### src/rtl/flatten_ibuf_tx.sv
// flatten_ibuf_tx: buffers upstream pixel vectors and streams IMG_SIZE ibuf writes, then a start pulse.
// Optional FLATTEN_TX_PERF_CNT_EN adds a saturating stall-cycle counter output.
module flatten_ibuf_tx #(
  parameter int DATA_SIZE = 8,
  parameter int IMG_SIZE = 26,
  parameter int INPUT_CHANNELS = 2,
  parameter int FIFO_DEPTH = 4,
  parameter int CNT_WIDTH = $clog2(IMG_SIZE + 1)
) (
  input  logic clk,
  input  logic rst,
  input  logic i_valid,
  input  logic [DATA_SIZE-1:0] i_data [INPUT_CHANNELS],
  output logic o_in_ready,
  output logic [INPUT_CHANNELS-1:0] o_ibuf_we,
  output logic [DATA_SIZE-1:0] o_ibuf_data [INPUT_CHANNELS],
  input  logic i_next_ready,
  output logic o_next_start,
  output logic o_busy
`ifdef FLATTEN_TX_PERF_CNT_EN
  ,
  output logic [31:0] o_stall_cycles
`endif
);
  localparam int AW = $clog2(FIFO_DEPTH);
  typedef enum logic [1:0] {IDLE, STREAM, START, WAIT_ACK} state_t;
  state_t state;
  logic [DATA_SIZE-1:0] mem [FIFO_DEPTH][INPUT_CHANNELS];
  logic [AW-1:0] wr_ptr, rd_ptr;
  logic [AW:0] occ;
  logic [CNT_WIDTH-1:0] cnt;
  logic empty, full, push, pop, last;
  assign empty = occ == '0;
  assign full = occ == (AW+1)'(FIFO_DEPTH);
  assign push = i_valid && !full;
  assign pop = state == STREAM && !empty;
  assign last = cnt == CNT_WIDTH'(IMG_SIZE - 1);
  assign o_in_ready = !full;
  assign o_busy = state != IDLE;
  always_ff @(posedge clk) if (push) mem[wr_ptr] <= i_data;
  // The final pop of a frame moves straight to START so writes and the pulse are back to back.
  always_ff @(posedge clk) begin
    if (rst) begin
      state <= IDLE;
      wr_ptr <= '0;
      rd_ptr <= '0;
      occ <= '0;
      cnt <= '0;
      o_ibuf_we <= '0;
      o_ibuf_data <= '{default: '0};
      o_next_start <= 1'b0;
    end else begin
      wr_ptr <= wr_ptr + AW'(push);
      rd_ptr <= rd_ptr + AW'(pop);
      occ <= occ + (AW+1)'(push) - (AW+1)'(pop);
      o_ibuf_we <= {INPUT_CHANNELS{pop}};
      if (pop) o_ibuf_data <= mem[rd_ptr];
      if (pop) cnt <= last ? '0 : cnt + CNT_WIDTH'(1);
      o_next_start <= state == START;
      state <= (state == IDLE && i_next_ready) ? STREAM :
               (pop && last) ? START :
               (state == START) ? WAIT_ACK :
               (state == WAIT_ACK && !i_next_ready) ? IDLE : state;
    end
  end
`ifdef FLATTEN_TX_PERF_CNT_EN
  logic stall;
  assign stall = (state == STREAM && empty) || (state == IDLE && !empty && !i_next_ready);
  always_ff @(posedge clk) begin
    if (rst) o_stall_cycles <= '0;
    else if (stall && !(&o_stall_cycles)) o_stall_cycles <= o_stall_cycles + 32'd1;
  end
`endif
endmodule
### config.mk
export PLATFORM = sky130hd
export DESIGN_NAME = flatten_ibuf_tx
export DESIGN_NICKNAME = d
export VERILOG_FILES = /design/src/rtl/flatten_ibuf_tx.sv
export SDC_FILE = /design/constraint.sdc
export NUM_CORES = 1
export LEC_CHECK = 0
export ABC_AREA = 1
export BUFFER_PORTS_ARGS = -buffer_cell sky130_fd_sc_hd__buf_2
export CAP_MARGIN = 25
export CELL_PAD_IN_SITES_DETAIL_PLACEMENT = 1
export CELL_PAD_IN_SITES_GLOBAL_PLACEMENT = 1
export CORE_ASPECT_RATIO = 0.9
export CORE_MARGIN = 2
export CORE_UTILIZATION = 49
export DETAILED_ROUTE_END_ITERATION = 8
export PLACE_DENSITY = 0.87
export SETUP_SLACK_MARGIN = 0.02
export SYNTH_ARGS = -nofsm -noshare
export SYNTH_HDL_FRONTEND = slang
export SYNTH_SLANG_ARGS = --single-unit
### constraint.sdc
create_clock -name clk -period 6.35 [get_ports clk]
set_input_delay 1.905 -clock clk [delete_from_list [all_inputs] [get_ports clk]]
set_output_delay 1.905 -clock clk [all_outputs]
set_load 0.1 [all_outputs]
==> out/metrics.yaml <==
synth:
  synth_top_family_by_area: "simple AND/OR/NAND/NOR gates"
  netlist_instances: 394
  syn_area_sq_um: 3910
  ys_seq_elements: 96
  synthMuxAreaShare: 0
  yosys_warnings: 0
  synthAdderAreaFrac: 0.0179
  yosysSeqAreaShare: 0.656
  postSynthAreaPerCell_sq_um: 9.92
  yosysUniqueCellTypes: 27
  synth-compound-area-share: 0.0535
  synthXorXnorAreaFrac: 0.00672
  synth_nets: 419
  synth-simple-area-share: 0.202
floorplan:
  initial_core_util: 0.510
  ios: 41
  die_y_microns: 88.7
  rows: 30
  fp.coreArea_sq_um: 7660
  dieArea_sq_um: 8710
  die_x_microns: 98.1
critical_path:
  cp_max_fo: 3
  path_class: "register to output port"
  arrival_ns: 1.40
  cp-end-kind: "output port"
  startpoint_type: "register"
  critPathRequiredTime_ns: 4.45
global_routing:
  overflow: 0
  grt_use_total: 0.222
  grt_pass1_vias: 2962
  grt_pass1_wl_microns: 14600
  grt_start_max_net_pins: 42
  antenna_found_initial: 0
cells_and_area:
  fin_cells: 533
  mostFrequentLayoutCells: "111 x nor2_1, 65 x nand2_1, 64 x edfxtp_1, 40 x buf_2"
  layout.cells.most_common: "nor2_1"
  area_growth_pct: 12.7
  layout-drive-gt1-share: 0.165
  fill_cells: 868
  insertedDiodeCount: 0
  seq_area_sq_um: 2560
  nets: 458
  stdcell_area_sq_um: 4410
  multiInputGateArea_sq_um: 1110
pwr:
  clkPwrFrac: 0.248
  switching_power_mw: 0.699
  seq_power_share: 0.439
  p_per_area_nw_per_um2: 416
  p_leak_nw: 1.79
  intPower_mw: 1.13
  power_frac_comb: 0.312
  vdd_drop_max_mv: 0.240
  p_sw_frac: 0.382
timing:
  final_max_slew_viol_count: 0
  rsz0062_at_grt: "no"
  setup_tns_ns: 0
  post-route-period-util: 0.521
  setup_viol: 0
  maxSlewHeadroom: 0.500
  worst_slew_pin_slew_ns: 0.750
  timing.hold.ws_ns: 0.489
  max_freq_mhz: 302
  fin_worst_skew_ns: 0.00859
  fin_crit_ns: 3.31
  finalHoldViolCount: 0
routing:
  drt_pass1_iterations: 4
  drc_errors: 0
  drt_iter0_drc: 193
  wire_per_inst_microns: 17.3
  vias: 2791
  ant_nets: 0
  vias_per_cell: 5.24
  postRouteWirelength_microns: 9210
clocking:
  cts.hold.buffers_added: 0
  tritoncts: "built"
  htreeDepth: 3
  cts.repair.resized: 0
  post-cts-setup-buffers: 0
  cts_inserted_buffers: 9
  clkSinkCount: 96
  cts-root-buf: "clkbuf_8"
  cts.clk_slew.worst_paths_ns: 0.08
  clkLatencyLatePin_ns: 0.35
  ctsLongestPathBuffers: 2
hold_path:
  holdCritPathClass: "register to register"
job:
  maxCapViolations: 0
placement:
  place_area_sq_um: 4170
  io_buffers: 40
  dp_hpwl_microns: 5990
  dp_cells: 518
  gp_congestion: 0.752
status:
  status: "complete, no violations"
## stage by stage
| stage | utilization | total power, mW | setup slack (ns) |
|---|---|---|---|
| after global placement | 0.545 | 1.35 | 3.05 |
| after floorplan | - | 1.26 | 2.71 |
| after global routing | 0.575 | 1.92 | 2.98 |
| after CTS | 0.575 | 1.85 | 3.02 |
| final | 0.575 | 1.83 | 3.04 |
| after detailed placement | 0.545 | 1.39 | 2.96 |
## cells by family after synthesis
kind of cell               after synthesis
adders and majority gates                5
DFF                                     96
xor gates and xnor gates                 3
buffers and inverters                   53
and+or+nand+nor                        196
AOI/OAI and AO/OA                       41
## final timing paths
| kind | startpoint | to | slack [ns] | cells past startpoint |
|---|---|---|---|---|
| setup / recovery | state[1] | o_busy | 3.04 | 3 |
| hold / removal | state[0] | o_next_start | 0.49 | 1 |
| setup reg to reg | occ[1] | occ[2] | 4.23 | 9 |
| hold reg to reg | state[0] | o_next_start | 0.49 | 1 |
## power groups by stage
stage | logic (mW) | clock network (mW) | registers, mW
after CTS | 0.577 | 0.467 | 0.804
after global routing | 0.616 | 0.487 | 0.813
after floorplan | 0.274 | 0 | 0.987
final | 0.572 | 0.455 | 0.804
after global placement | 0.542 | 0 | 0.810
after detailed placement | 0.571 | 0 | 0.818
## per-layer routing
| layer | vias up | wire length (microns) | GRT usage |
|---|---|---|---|
| met3 | 18 | 416 | 0.0466 |
| met5 | - | 0 | 0 |
| li1 | 1345 | - | - |
| met1 | 1356 | 3930 | 0.260 |
| met4 | 0 | 162 | 0.0834 |
| met2 | 72 | 4700 | 0.411 |
## cell usage after synthesis
library cell | n | area (sq um)
xor2_1 | 2 | 17.5
inv_2 | 3 | 11.3
xnor2_1 | 1 | 8.76
a21oi_2 | 1 | 8.76
buf_6 | 1 | 11.3
nand4_1 | 3 | 18.8
or2_2 | 1 | 6.26
o21ai_1 | 12 | 60.1
buf_1 | 1 | 3.75
nand2_1 | 65 | 244
dfxtp_1 | 32 | 641
inv_6 | 1 | 8.76
buf_8 | 1 | 15.0
nor3_1 | 6 | 30.0
ha_1 | 4 | 50.1
edfxtp_1 | 64 | 1920
nand3_1 | 7 | 35.0
nand2_2 | 1 | 6.26
o21ai_0 | 24 | 120
buf_4 | 5 | 37.5
nor2_1 | 111 | 417
buf_2 | 9 | 45.0
inv_1 | 32 | 120
a21oi_1 | 4 | 20.0
nand2_4 | 1 | 11.3
fa_1 | 1 | 20.0
nor2_8 | 1 | 20.0
## state kept, by name, summed over array words and instances (netlist names), 2 cells and up
name	cells
occ	3
mem	64
o_ibuf_data	16
state	2
wr_ptr	2
cnt	5
rd_ptr	2
## worst max-delay path, cell delays in order (launching register included)
cell and delay [ns]:
dfxtp_1 0.45, inv_1 0.11, nand2_1 0.08, buf_2 0.41
## final cells by class
cell class,instances,area share
Clock buffer,9,0.0281
Clock inverter,6,0.0244
Inverter,36,0.0318
Multi-Input combinational cell,245,0.253
Sequential cell,96,0.582
Tap cell,96,0.0273
Timing Repair Buffer,45,0.0540
(Power assumes the default switching activity.)
